$ cat config.mk
export PLATFORM = sky130hd
export DESIGN_NAME = rf_write_arbiter
export DESIGN_NICKNAME = d
export VERILOG_FILES = /design/src/rtl/rf_write_arbiter_pkg.sv /design/src/rtl/rf_wr_grant.sv /design/src/rtl/rf_write_arbiter.sv
export SDC_FILE = /design/constraint.sdc
export NUM_CORES = 1
export LEC_CHECK = 0
export BUFFER_PORTS_ARGS = -buffer_cell sky130_fd_sc_hd__buf_2
export CORE_ASPECT_RATIO = 1.2
export CORE_UTILIZATION = 45
export DETAILED_ROUTE_END_ITERATION = 8
export HOLD_SLACK_MARGIN = 0.1
export PLACE_DENSITY_LB_ADDON = 0.25
export SETUP_SLACK_MARGIN = 0.02
export SKIP_LAST_GASP = 1
export SYNTH_ARGS = -nofsm -noshare
export SYNTH_HDL_FRONTEND = slang
export SYNTH_HIERARCHICAL = 1
export SYNTH_SLANG_ARGS = --single-unit
$ cat constraint.sdc
create_clock -name Clk_In -period 2.4 [get_ports Clk_In]
set_input_delay 0.24 -clock Clk_In [delete_from_list [all_inputs] [get_ports Clk_In]]
set_output_delay 0.24 -clock Clk_In [all_outputs]
set_load 0.05 [all_outputs]
$ cat src/rtl/rf_write_arbiter_pkg.sv
// Shared pipeline package for the register-file write arbiter:
// default widths, the x0 address and writeback source encoding.
package rf_write_arbiter_pkg;

    localparam int DATA_W_DEF = 32;
    localparam int ADDR_W_DEF = 5;

    localparam int unsigned X0_ADDR = 0;

    localparam logic SRC_A = 1'b0;
    localparam logic SRC_B = 1'b1;

endpackage

$ cat src/rtl/rf_wr_grant.sv
// Grant decode for the two writeback ports; round-robin pointer by default,
// fixed B priority with an A starvation counter under RF_WR_FIXED_PRIO_EN.
module rf_wr_grant
    import rf_write_arbiter_pkg::*;
#(
    parameter int STARVE_LIMIT = 4
) (
    input  logic clk_i,
    input  logic rst_n_i,
    input  logic en_i,
    input  logic a_req_i,
    input  logic b_req_i,
    output logic grant_a_o,
    output logic grant_b_o
);

    logic a_wins;

`ifdef RF_WR_FIXED_PRIO_EN
    localparam int CNT_W = ($clog2(STARVE_LIMIT + 1) < 1) ? 1
                                                          : $clog2(STARVE_LIMIT + 1);

    logic [CNT_W-1:0] cnt_q;
    logic [CNT_W-1:0] cnt_d;
    logic             starved;

    assign starved = (cnt_q == CNT_W'(STARVE_LIMIT));
    assign a_wins  = starved;

    // Count only cycles where A had a real write pending and lost.
    always_comb begin
        cnt_d = cnt_q;
        if (en_i) begin
            if (grant_a_o) begin
                cnt_d = '0;
            end else if (a_req_i && !starved) begin
                cnt_d = cnt_q + CNT_W'(1);
            end
        end
    end

    always_ff @(posedge clk_i) begin
        if (!rst_n_i) begin
            cnt_q <= '0;
        end else begin
            cnt_q <= cnt_d;
        end
    end
`else
    logic ptr_q;
    logic ptr_d;

    assign a_wins = (ptr_q == SRC_A);

    // Grants are already gated by en_i, so stalls leave the pointer alone.
    always_comb begin
        ptr_d = ptr_q;
        if (grant_a_o) begin
            ptr_d = SRC_B;
        end else if (grant_b_o) begin
            ptr_d = SRC_A;
        end
    end

    always_ff @(posedge clk_i) begin
        if (!rst_n_i) begin
            ptr_q <= SRC_A;
        end else begin
            ptr_q <= ptr_d;
        end
    end
`endif

    assign grant_a_o = en_i && a_req_i && (!b_req_i || a_wins);
    assign grant_b_o = en_i && b_req_i && (!a_req_i || !a_wins);

endmodule

$ cat src/rtl/rf_write_arbiter.sv
// Two-port register-file writeback arbiter with a registered write port.
// Define RF_WR_FIXED_PRIO_EN for fixed B priority with A starvation guard.
module rf_write_arbiter
    import rf_write_arbiter_pkg::*;
#(
    parameter int DATA_W       = DATA_W_DEF,
    parameter int ADDR_W       = ADDR_W_DEF,
    parameter int STARVE_LIMIT = 4
) (
    input  logic              Clk_In,
    input  logic              Reset_n_In,
    input  logic              A_Valid_In,
    input  logic [ADDR_W-1:0] A_Addr_In,
    input  logic [DATA_W-1:0] A_Data_In,
    output logic              A_Ready_Out,
    input  logic              B_Valid_In,
    input  logic [ADDR_W-1:0] B_Addr_In,
    input  logic [DATA_W-1:0] B_Data_In,
    output logic              B_Ready_Out,
    input  logic              Stall_In,
    output logic              Reg_Write_flag_Out,
    output logic [ADDR_W-1:0] RD_Addr_Out,
    output logic [DATA_W-1:0] RD_Data_Out,
    output logic              Grant_Src_Out
);

    logic en;
    logic a_x0;
    logic b_x0;
    logic a_req;
    logic b_req;
    logic grant_a;
    logic grant_b;

    logic              wr_q;
    logic              wr_d;
    logic [ADDR_W-1:0] addr_q;
    logic [ADDR_W-1:0] addr_d;
    logic [DATA_W-1:0] data_q;
    logic [DATA_W-1:0] data_d;
    logic              src_q;
    logic              src_d;

    assign en    = Reset_n_In && !Stall_In;
    assign a_x0  = (A_Addr_In == ADDR_W'(X0_ADDR));
    assign b_x0  = (B_Addr_In == ADDR_W'(X0_ADDR));
    assign a_req = A_Valid_In && !a_x0;
    assign b_req = B_Valid_In && !b_x0;

    rf_wr_grant #(
        .STARVE_LIMIT(STARVE_LIMIT)
    ) u_grant (
        .clk_i    (Clk_In),
        .rst_n_i  (Reset_n_In),
        .en_i     (en),
        .a_req_i  (a_req),
        .b_req_i  (b_req),
        .grant_a_o(grant_a),
        .grant_b_o(grant_b)
    );

    // x0 writes are swallowed on presentation and never contend.
    assign A_Ready_Out = en && A_Valid_In && (a_x0 || grant_a);
    assign B_Ready_Out = en && B_Valid_In && (b_x0 || grant_b);

    always_comb begin
        wr_d   = grant_a || grant_b;
        addr_d = addr_q;
        data_d = data_q;
        src_d  = src_q;
        if (grant_a) begin
            addr_d = A_Addr_In;
            data_d = A_Data_In;
            src_d  = SRC_A;
        end else if (grant_b) begin
            addr_d = B_Addr_In;
            data_d = B_Data_In;
            src_d  = SRC_B;
        end
    end

    always_ff @(posedge Clk_In) begin
        if (!Reset_n_In) begin
            wr_q   <= 1'b0;
            addr_q <= '0;
            data_q <= '0;
            src_q  <= SRC_A;
        end else begin
            wr_q   <= wr_d;
            addr_q <= addr_d;
            data_q <= data_d;
            src_q  <= src_d;
        end
    end

    assign Reg_Write_flag_Out = wr_q;
    assign RD_Addr_Out        = addr_q;
    assign RD_Data_Out        = data_q;
    assign Grant_Src_Out      = src_q;

endmodule

; Word-level counts from Yosys, hierarchy flattened
; Cells that the tools add are included.
[word_totals]
reg_bits = 40
latchBits = 0
ramBits = 0
rom_bits = 0
inputBits = 79
out_inout_bits = 41
wordCells = 38
memories = 0
[classes]
add_sub_neg = 0
multipliers = 0
div_mod_pow = 0
n_lt_le_gt_ge = 0
n_eq_ne = 0
n_shift = 0
muxes = 6
n_bitwise = 2
reduce_logical = 25
[ops]
columns = op, n
row1 = $mux 32, 2
row2 = $logic_and 1x1->1, 11
row3 = $logic_not 5->1, 2
row4 = $mux 5, 2
row5 = $logic_not 1->1, 5
row6 = $logic_or 1x1->1, 5
row7 = $mux 1, 2
row8 = $not 1->1, 2
row9 = $reduce_bool 2->1, 1
row10 = $reduce_or 2->1, 1

; Logic depth before layout (Yosys ltp)
; Gate-level depths: netlist (run 1).
[depth]
depth_word = 8
mapped_depth = 9
ltp_nobuf = 6

; By module
; The synthesis (run 1) kept the hierarchy.
[modules_own_cells]
columns = module, instances, cells_each, area_per_inst_um2, seq_area_each_um2
row1 = rf_write_arbiter, 1, 181, 2155.8, 780.7
row2 = rf_wr_grant, 1, 9, 58.8, 20.0

; Least setup slack after synthesis (run 1)
; Ideal clock, no wire load.
[synth_path]
path_type = input to output
start = in B_Addr_In[2]
end = out A_Ready_Out
arrival_time_ns = 2.245
required_time_ns = 2.160
slack_ns = -0.085
stages = 7
path_buffers = 2
cell_sequence = or4_1 > o21a_1 > a21oi_1 > buf_2 > buf_2 > nand4b_1 > o21ai_1
[synth_between]
elab_chain_cells = 8
[synth_lines]
columns = element, line_no
row1 = "start, declared", rf_write_arbiter.sv:17  ; input logic [ADDR_W-1:0] B_Addr_In,
row2 = $logic_not 5->1, rf_write_arbiter.sv:46  ; assign b_x0 = (B_Addr_In == ADDR_W'(X0_ADDR));
row3 = $logic_not 1->1, rf_write_arbiter.sv:48  ; assign b_req = B_Valid_In && !b_x0;
row4 = $logic_and 1x1->1, rf_write_arbiter.sv:48
row5 = via b_req, rf_write_arbiter.sv:31  ; logic b_req;
row6 = $logic_not 1->1, rf_wr_grant.sv:74  ; assign grant_a_o = en_i && a_req_i && (!b_req_i || a_wins);
row7 = $logic_or 1x1->1, rf_wr_grant.sv:74
row8 = $logic_and 1x1->1, rf_wr_grant.sv:74
row9 = via grant_a, rf_write_arbiter.sv:32  ; logic grant_a;
row10 = $logic_or 1x1->1, rf_write_arbiter.sv:63  ; assign A_Ready_Out = en && A_Valid_In && (a_x0 || grant_a);
row11 = $logic_and 1x1->1, rf_write_arbiter.sv:63
row12 = "end, declared", rf_write_arbiter.sv:15  ; output logic A_Ready_Out,
; The timed path passes the listed nets, and every way through them passes these cells.

; Worst setup path in the final report (run 1)
[layout_path]
start = in A_Addr_In[2]
end = out B_Ready_Out
[layout_between]
elab_chain_cells = 8
[layout_lines]
columns = element, line_no
row1 = "start, declared", rf_write_arbiter.sv:13  ; input logic [ADDR_W-1:0] A_Addr_In,
row2 = $logic_not 5->1, rf_write_arbiter.sv:45  ; assign a_x0 = (A_Addr_In == ADDR_W'(X0_ADDR));
row3 = $logic_not 1->1, rf_write_arbiter.sv:47  ; assign a_req = A_Valid_In && !a_x0;
row4 = $logic_and 1x1->1, rf_write_arbiter.sv:47
row5 = via a_req, rf_write_arbiter.sv:30  ; logic a_req;
row6 = $logic_not 1->1, rf_wr_grant.sv:75  ; assign grant_b_o = en_i && b_req_i && (!a_req_i || !a_wins);
row7 = $logic_or 1x1->1, rf_wr_grant.sv:75
row8 = $logic_and 1x1->1, rf_wr_grant.sv:75
row9 = via grant_b, rf_write_arbiter.sv:33  ; logic grant_b;
row10 = $logic_or 1x1->1, rf_write_arbiter.sv:64  ; assign B_Ready_Out = en && B_Valid_In && (b_x0 || grant_b);
row11 = $logic_and 1x1->1, rf_write_arbiter.sv:64
row12 = "end, declared", rf_write_arbiter.sv:19  ; output logic B_Ready_Out,
; The timed path passes the listed nets, and every way through them passes these cells.

==> results_dict.tcl, run 1 <==
set metrics [dict create \
    grt.overflow.total 0 \
    synthTopCellsByArea "dfxtp_1 36%, mux2_4 25%, o211a_1 17%" \
    clock-sinks 40 \
    antenna_found_initial 0 \
    cp.required_ns 2.16 \
    synth_area_leader_cell "dfxtp_1" \
    cp-end-kind "primary output" \
    cp_data_arrival_time_ns 2.00 \
    num_rows 27 \
    grt_pass1_wl_mm 8.32 \
    post_drt_wl_per_cell_um 13.7 \
    reg2reg_slack_ns 0.79 \
    worst_slack_ns 0.161 \
    ys_warn_count 6 \
    syn_area_sq_um 2210 \
    cts_buffers 5 \
    cts.hold.buffers_added 0 \
    period_needed_ns 2.24 \
    drive_gt1_frac 0.569 \
    nFillCells 412 \
    synth.distinct_cells 20 \
    die_area_sq_um 5210 \
    yosysSeqAreaShare 0.362 \
    finalHoldViolCount 0 \
    die_y_um 78.9 \
    postSynthAreaPerCell_sq_um 11.7 \
    drc_errors 0 \
    rsz0062_at_grt "no" \
    internal_power_mw 1.13 \
    clock_path_buffers 2 \
    cp_max_fo 4 \
    ioPinCount 120 \
    p_leak_nw 1.79 \
    port_buffers 119 \
    mostFrequentLayoutCells "119 x buf_2, 40 x dfxtp_1, 37 x mux2_4, 37 x o211a_1, 28 x nand2b_1" \
    synth_fp_nets 269 \
    hp-class "input pin to flip-flop" \
    cts_setup_buffers 0 \
    diodes 0 \
    dpl.hpwl_mm 3.63 \
    initial_core_util 0.475 \
    fin_setup_tns_ns 0 \
    status "finished clean" \
    switchingPower_mw 0.497 \
    grt_max_degree 45 \
    first_global_vias 1984 \
    dr.first_iter.drc_count 68 \
    grtUsageTotal 0.201 \
    grtUsageMet1 0.221 \
    cts_htree_levels 2 \
    swShare 0.304 \
    clock_power_share 0.276 \
    cts_resized 0 \
    p_seq_frac 0.446 \
    path_clk_slew_ns 0.08 \
    vdd_drop_max_v 0.000423 \
    grtUsageMet3 0.0560 \
    setup_viol 0 \
    p_comb_frac 0.278 \
    cts_root_buf "clkbuf_8" \
    syn_inst 190 \
    clock_latency_ns 0.28 \
    clock.fmax_ghz 0.447 \
    gp_congestion 0.825 \
    die_width_um 66.0 \
    cap_viol_max_count 0 \
    cts_tree "built" \
    ys_ff_latch 40 \
    area_growth_pct 36.0 \
    finalMaxSlewViolations 0 \
    place_ws_ns 0.0848 \
    slew_headroom 0.697 \
    clock_skew_ns 0.00527 \
    wl_mm 4.97 \
    period_share 0.933 \
    layout.nets 384 \
    vias_per_cell 5.04 \
    yosysTopAreaCellShare 0.362 \
    coreArea_sq_um 4660 \
    antenna_left 0 \
    worst_setup_path_start_kind "input pin" \
    path_class "input pin to primary output" \
    busiest_layer "met2" \
    final_common_cell "buf_2" \
    grt_use_met2 0.371 \
    power.density_nw_per_um2 542 \
    num_vias 1836 \
    firstDrtPassIters 6 \
    tightest_slew_ns 0.455 \
]
==> path summary, 6_finish.rpt <==
kind                       from         endpoint  depth (start not counted)
hold / removal    A_Data_In[23]  RD_Data_Out[23]                          3
setup / recovery   A_Addr_In[2]      B_Ready_Out                          7
setup reg to reg  u_grant/ptr_q   RD_Data_Out[7]                          5
hold reg to reg   Grant_Src_Out    Grant_Src_Out                          2
==> Yosys cell counts (all sizes together) <==
cell type  count
o211a         37
clkbuf         7
dfxtp         40
nor2b          1
a311oi         1
buf           10
nand2          2
or2b           9
inv            2
a21oi          3
nor2           1
or4            2
nand2b        28
nor3b          1
mux2          37
o21a           3
o21ai          2
nand4b         2
nand4bb        2
==> power by group through the flow <==
stage          sequential [mW]  combinational, mW  clock, mW
3_3_place_gp             0.742              0.451          0
6_report                 0.728              0.453      0.450
3_5_place_dp             0.743              0.456          0
5_1_grt                  0.732              0.483      0.502
2_1_floorplan            0.888              0.174          0
4_1_cts                  0.728              0.457      0.472
==> cells by family after synthesis <==
family,after synthesis,synth area share
and+or+nand+nor,48,0.146
DFF,40,0.362
muxes,37,0.251
AOI/OAI and AO/OA,46,0.193
buffers and inverters,19,0.0492
==> metal layers <==
metal | part of all wire | vias up | wire length (um)
met5 | 0 | - | 0
met4 | 0.0024 | 0 | 12
met3 | 0.080 | 2 | 396
met2 | 0.48 | 69 | 2390
met1 | 0.44 | 847 | 2170
li1 | - | 918 | -
==> registers in the layout, indices dropped and copies added, names as in the netlist <==
register	flops
RD_Data_Out	32
RD_Addr_Out	5
Grant_Src_Out	1
Reg_Write_flag_Out	1
u_grant/ptr_q	1
==> area by class of cell <==
| cell class | instances | area [sq um] | area share |
|---|---|---|---|
| clock buffer | 6 | 82.6 | 0.0274 |
| timing repair buffer | 125 | 703 | 0.233 |
| tap | 58 | 72.6 | 0.0241 |
| inverter | 2 | 7.51 | 0.00249 |
| sequential | 40 | 801 | 0.266 |
| multi-input combinational | 131 | 1340 | 0.443 |
| clock inverter | 2 | 10.0 | 0.00332 |
==> through the flow <==
step | cell area (sq um) | util | hold WS (ns) | std cells | total power [mW]
3_5_place_dp | 2920 | 0.626 | 0.486 | 356 | 1.20
2_1_floorplan | 2220 | - | 0.358 | 190 | 1.06
5_1_grt | 3010 | 0.646 | 0.261 | 364 | 1.72
3_3_place_gp | 2920 | 0.626 | 0.482 | 356 | 1.19
6_report | 3010 | 0.646 | 0.258 | 364 | 1.63
4_1_cts | 3010 | 0.646 | 0.247 | 364 | 1.66
==> critical path, stage by stage <==
cell and delay (ns):
buf_2 0.10, or4_1 0.58, o21a_1 0.25, a21oi_4 0.30, nand4b_1 0.17, o21ai_2 0.09
buf_2 0.27
(Power assumes the default switching activity.)
==> run 2: changes to the inputs <==
--- a/config.mk
+++ b/config.mk
@@ -5,9 +5,10 @@
 export SDC_FILE = /design/constraint.sdc
 export NUM_CORES = 1
 export LEC_CHECK = 0
+export ABC_AREA = 1
 export BUFFER_PORTS_ARGS = -buffer_cell sky130_fd_sc_hd__buf_2
 export CORE_ASPECT_RATIO = 1.2
-export CORE_UTILIZATION = 45
+export CORE_UTILIZATION = 43
 export DETAILED_ROUTE_END_ITERATION = 8
 export HOLD_SLACK_MARGIN = 0.1
 export PLACE_DENSITY_LB_ADDON = 0.25
==> run 2 against run 1 <==
Against the previous run: global-route usage increased by 2.7 points; clock power increased by 3%; die area decreased by 5.6%; critical path depth increased by 1; via count increased by 23%; combinational power decreased by 23%; flip-flop and latch count unchanged; largest cell class unchanged; critical path type unchanged; cell count increased by 34%; utilization decreased by 2.3 points.
==> results_dict.tcl, run 2 <==
set metrics [dict create \
    p_comb_frac 0.229 \
    cts_root_buf "clkbuf_8" \
    critPathLaunch "Reset_n_In" \
    grtUsageMet1 0.275 \
    internal_power_mw 1.04 \
    initial_core_util 0.458 \
    switchingPower_mw 0.479 \
    vias_per_cell 4.62 \
    first_global_vias 2044 \
    r2r-start "u_grant/ptr_q" \
    crit_chain "buf_2, inv_1, nor2_1, nand2_1, a21oi_4, inv_1, a21oi_1, buf_2" \
    ys_ff_latch 40 \
    synth_area_leader_cell "dfxtp_1" \
    area_growth_pct 36.3 \
    layout.nets 511 \
    cts_buffers 5 \
    power.density_nw_per_um2 560 \
    dpl.cell_count 481 \
    grt_use_met2 0.397 \
    grt_pass1_wl_mm 8.97 \
    yosysSeqAreaShare 0.402 \
    syn_area_sq_um 1990 \
    busiest_layer "met2" \
    postSynthAreaPerCell_sq_um 6.29 \
    syn_inst 317 \
    clock_power_share 0.304 \
    gp_congestion 0.822 \
    multi_input_area_sq_um 906 \
    path_class "input pin to primary output" \
    period_needed_ns 1.87 \
    yosysTopAreaCellShare 0.402 \
    num_vias 2259 \
    antenna_found_initial 0 \
    grt_max_degree 39 \
    coreArea_sq_um 4360 \
    crit_buf_inv 4 \
    dpl.hpwl_mm 3.85 \
    path_clk_slew_ns 0.08 \
    synth_fp_nets 396 \
    cts_htree_levels 2 \
    path_delay_family "buffers and inverters" \
    port_buffers 119 \
    grtUsageTotal 0.228 \
    cts.hold.buffers_added 0 \
    ioPinCount 120 \
    fin_setup_tns_ns 0 \
    firstDrtPassIters 4 \
    wl_mm 5.19 \
    antenna_left 0 \
    regArea_sq_um 801 \
    finalMaxSlewViolations 0 \
    die_y_um 76.6 \
    async_flop_share 0 \
    synthTopCellsByArea "dfxtp_1 40%, nand2_1 22%, nand3_1 19%" \
    nFillCells 473 \
    cp-end-kind "primary output" \
    grt.overflow.total 0 \
    final_area_sq_um 2720 \
    cap_viol_max_count 0 \
    yosysMostFrequentCell "nand2_1" \
    clock-sinks 40 \
    worst_setup_path_start_kind "input pin" \
    cts_tree "built" \
    rsz0062_at_grt "no" \
    dr.first_iter.drc_count 146 \
    ys.flop_type "dfxtp_1" \
    hp-class "input pin to flip-flop" \
    clock.fmax_ghz 0.535 \
    period_share 0.779 \
    synth-edff-count 0 \
    p_seq_frac 0.467 \
    die_width_um 64.2 \
    drc_errors 0 \
    diodes 0 \
    grtUsageMet3 0.0614 \
    p_leak_nw 1.70 \
    cp_max_fo 13 \
    largest_register_ffs 32 \
    tightest_slew_ns 0.384 \
    clock_path_buffers 2 \
    slew_headroom 0.744 \
    synth_top_cells_by_count "119 x nand2_1, 76 x nand3_1, 46 x inv_1" \
    min_from "Reset_n_In" \
    die_area_sq_um 4920 \
    final_cells 489 \
    cp_data_arrival_time_ns 1.63 \
    cp.required_ns 2.16 \
    cts_resized 0 \
    ys_warn_count 6 \
    finalHoldViolCount 0 \
    num_rows 26 \
    synth.distinct_cells 15 \
    status "finished clean" \
    swShare 0.315 \
    setup_viol 0 \
    post_drt_wl_per_cell_um 10.6 \
    mostFrequentLayoutCells "119 x nand2_1, 119 x buf_2, 76 x nand3_1" \
    drive_gt1_frac 0.326 \
    max_stage_delay_ns 0.34 \
    clock_latency_ns 0.29 \
    placed_area_sq_um 2620 \
    cts_setup_buffers 0 \
    clock_skew_ns 0.00379 \
    vdd_drop_max_v 0.000272 \
    critPathSlowestCell "a21oi_4" \
]
-- run 2: path summary, 6_finish.rpt --
kind	to	slack [ns]	cells past startpoint
hold / removal	Reg_Write_flag_Out	0.21	3
hold reg to reg	u_grant/ptr_q	0.50	2
setup / recovery	B_Ready_Out	0.53	8
setup reg to reg	RD_Data_Out[18]	0.82	10
-- run 2: layer usage --
layer	up-vias	wire length, um
met4	0	48
met1	987	2260
met5	-	0
met2	71	2550
li1	1195	-
met3	6	328
-- run 2: logic make-up after synthesis --
logic type	count (synthesis)	synth area share
buf+inv	68	0.151
compound gates	4	0.0119
simple gates	205	0.435
flops	40	0.402
-- run 2: cell type report --
class | instances | area share
Clock inverter | 2 | 0.00552
Clock buffer | 6 | 0.0304
Timing Repair Buffer | 128 | 0.244
Inverter | 48 | 0.0663
Sequential cell | 40 | 0.295
Tap cell | 56 | 0.0258
Multi-Input combinational cell | 209 | 0.333
-- run 2: metrics by stage --
stage	total power [mW]	util	worst slack [ns]	hold WS, ns
final	1.52	0.623	0.531	0.213
after global routing	1.61	0.623	0.361	0.245
after floorplan	0.957	-	0.256	0.362
after CTS	1.54	0.623	0.512	0.198
after global placement	1.07	0.601	0.449	0.475
after detailed placement	1.08	0.601	0.398	0.496
-- run 2: power groups by stage --
stage | logic, mW | registers, mW | clock network, mW
6_report | 0.348 | 0.712 | 0.462
5_1_grt | 0.382 | 0.716 | 0.509
4_1_cts | 0.351 | 0.711 | 0.480
3_5_place_dp | 0.350 | 0.726 | 0
3_3_place_gp | 0.347 | 0.726 | 0
2_1_floorplan | 0.122 | 0.835 | 0
-- run 2: tightest hold or removal path: stages --
cell    delay (ns)
buf_2         0.09
inv_1         0.06
nor2_1        0.09
==> run 3: changes to the inputs <==
--- a/config.mk
+++ b/config.mk
@@ -5,10 +5,10 @@
 export SDC_FILE = /design/constraint.sdc
 export NUM_CORES = 1
 export LEC_CHECK = 0
-export ABC_AREA = 1
+export ABC_AREA = 0
 export BUFFER_PORTS_ARGS = -buffer_cell sky130_fd_sc_hd__buf_2
 export CORE_ASPECT_RATIO = 1.2
-export CORE_UTILIZATION = 43
+export CORE_UTILIZATION = 45
 export DETAILED_ROUTE_END_ITERATION = 8
 export HOLD_SLACK_MARGIN = 0.1
 export PLACE_DENSITY_LB_ADDON = 0.25
==> constraint.sdc (replaced) <==
create_clock -name Clk_In -period 1.9 [get_ports Clk_In]
set_input_delay 0.19 -clock Clk_In [delete_from_list [all_inputs] [get_ports Clk_In]]
set_output_delay 0.19 -clock Clk_In [all_outputs]
set_load 0.05 [all_outputs]
==> run 3 against run 2 <==
Against the previous run: count of clock-buffer cells in the layout stayed put; worst setup slack got worse by 0.53 ns; hold slack gained 0.0036 ns; critical endpoint is now RD_Data_Out[7]; cell count is 22% lower; highest routed layer unchanged; flip-flop and latch count unchanged; global-route usage down 3.2 points; clock skew is 0.0012 ns higher.
==> results_dict.tcl, run 3 (synthesis gave the netlist of run 1 again) <==
set metrics [dict create \
    die_y_um 78.9 \
    r2r-end "RD_Data_Out[7]" \
    drc_errors 0 \
    vdd_drop_max_v 0.000397 \
    diodes 0 \
    finalHoldViolCount 0 \
    clock.fmax_ghz 0.526 \
    period_needed_ns 1.90 \
    critPathLaunch "A_Addr_In[4]" \
    crit_top_cell "buf_6" \
    cts.hold.buffers_added 0 \
    dr.first_iter.drc_count 81 \
    clock-sinks 40 \
    num_vias 1970 \
    vias_per_cell 5.14 \
    reg2reg_slack_ns 0.22 \
    wl_mm 5.12 \
    critPathSlowestCell "or4_4" \
    grtUsageTotal 0.197 \
    status "finished clean" \
    path_class "input pin to flip-flop" \
    grtUsageMet1 0.225 \
    cts_buffers 5 \
    firstDrtPassIters 4 \
    fin_setup_tns_ns 0 \
    p_leak_nw 1.89 \
    nFillCells 386 \
    initial_core_util 0.475 \
    place_ws_ns -0.283 \
    antenna_left 0 \
    cp_data_arrival_time_ns 2.08 \
    port_buffers 119 \
    clock_skew_ns 0.00497 \
    postLayoutCoreUtil 0.681 \
    busiest_layer "met2" \
    max_stage_delay_ns 0.54 \
    largest_register_ffs 32 \
    cp.required_ns 2.08 \
    crit_chain "buf_6, or4_4, o21a_4, a21oi_4, buf_6, buf_4, mux2_4, o211a_1" \
    setup_viol 0 \
    drive_gt1_frac 0.603 \
    layout.nets 404 \
    final_common_cell "buf_2" \
    crit_path_end "RD_Data_Out[7]" \
    clock_path_buffers 2 \
    rsz0062_at_grt "yes" \
    die_width_um 66.0 \
    grt_use_met2 0.334 \
    cp_max_fo 6 \
    p_total_mw 2.04 \
    tightest_slew_ns 0.463 \
    slew_headroom 0.691 \
    coreArea_sq_um 4660 \
    finalMaxSlewViolations 0 \
    first_global_vias 1845 \
    grt.overflow.total 0 \
    grtUsageMet3 0.0733 \
    final_cells 383 \
    period_share 1.00 \
    mostFrequentLayoutCells "115 x buf_2, 40 x dfxtp_1, 37 x mux2_4, 37 x o211a_1, 28 x nand2b_1" \
    worst_setup_path_start_kind "input pin" \
    dpl.cell_count 372 \
    worst_slack_ns 0.000529 \
    grt_max_degree 45 \
    worstRegToRegCells 6 \
    hp-class "input pin to flip-flop" \
    dpl.hpwl_mm 3.73 \
    cts_root_buf "clkbuf_8" \
    area_growth_pct 43.3 \
    power.density_nw_per_um2 642 \
    cap_viol_max_count 0 \
    ioPinCount 120 \
    die_area_sq_um 5210 \
    grt_pass1_wl_mm 7.97 \
    clock_latency_ns 0.28 \
    cp-end-kind "flip-flop" \
    cts_tree "built" \
    antenna_found_initial 0 \
    gp_congestion 0.742 \
    post_drt_wl_per_cell_um 13.4 \
    r2r-start "u_grant/ptr_q" \
    cts_htree_levels 2 \
    num_rows 27 \
    path_clk_slew_ns 0.07 \
]
==> run 3: cell count changes in the layout (fill, tap and decap cells not counted), moves of 14 or more <==
cell      change
inv_1        -44
nand3_1      -76
nand2_1     -117
nand2b_1     +28
mux2_4       +37
buf_4        +14
o211a_1      +37
==> run 3: what timing repair did <==
item / CTS / global route
endpoints found under the setup margin: 2 / 21
setup buffers: 1 / 2
pin swaps: 6 / 5
resized for setup: 7 / 2
cloned: 0 / 1
==> run 3: report_power, final <==
group / internal, mW / switching, mW / leakage (nW) / total [mW]
Combinational: 0.272 / 0.326 / 1.52 / 0.599
Clock: 0.250 / 0.270 / 0.0410 / 0.520
Sequential: 0.893 / 0.0273 / 0.328 / 0.920
==> run 3: metrics by stage <==
stage | area, sq um | hold slack, ns
3_5_place_dp | 3000 | 0.508
4_1_cts | 3120 | 0.210
6_report | 3170 | 0.217
3_3_place_gp | 3000 | 0.482
2_1_floorplan | 2260 | 0.308
5_1_grt | 3170 | 0.204
==> run 3: critical path, delay by kind of cell <==
family,cells,cell delay (ns)
muxes,1,0.31
and+or+nand+nor,1,0.54
AOI/OAI and AO/OA,3,0.62
buffers and inverters,3,0.41
==> run 3: area by class of cell <==
cell class	count	area (sq um)	area share
clock buffer	6	72.6	0.0229
multi-input combinational	131	1370	0.430
timing repair buffer	145	850	0.268
sequential	40	801	0.252
clock inverter	1	5.00	0.00158
inverter	2	7.51	0.00237
tap	58	72.6	0.0229
==> run 3: worst min-delay path by stage <==
stage / startpoint / to / slack [ns] / cells after the start
after floorplan: Reset_n_In / u_grant/ptr_q / 0.31 / 2
after global placement: Grant_Src_Out / Grant_Src_Out / 0.48 / 2
after detailed placement: Grant_Src_Out / Grant_Src_Out / 0.51 / 2
after CTS: A_Data_In[0] / RD_Data_Out[0] / 0.21 / 3
after global routing: A_Data_In[29] / RD_Data_Out[29] / 0.20 / 3
final: A_Data_In[29] / RD_Data_Out[29] / 0.22 / 3
==> run 3: layer usage <==
metal  routed length (um)  part of all wire
met5                    0                 0
met4                   38            0.0074
met3                  500             0.098
met2                 2400              0.47
met1                 2180              0.43
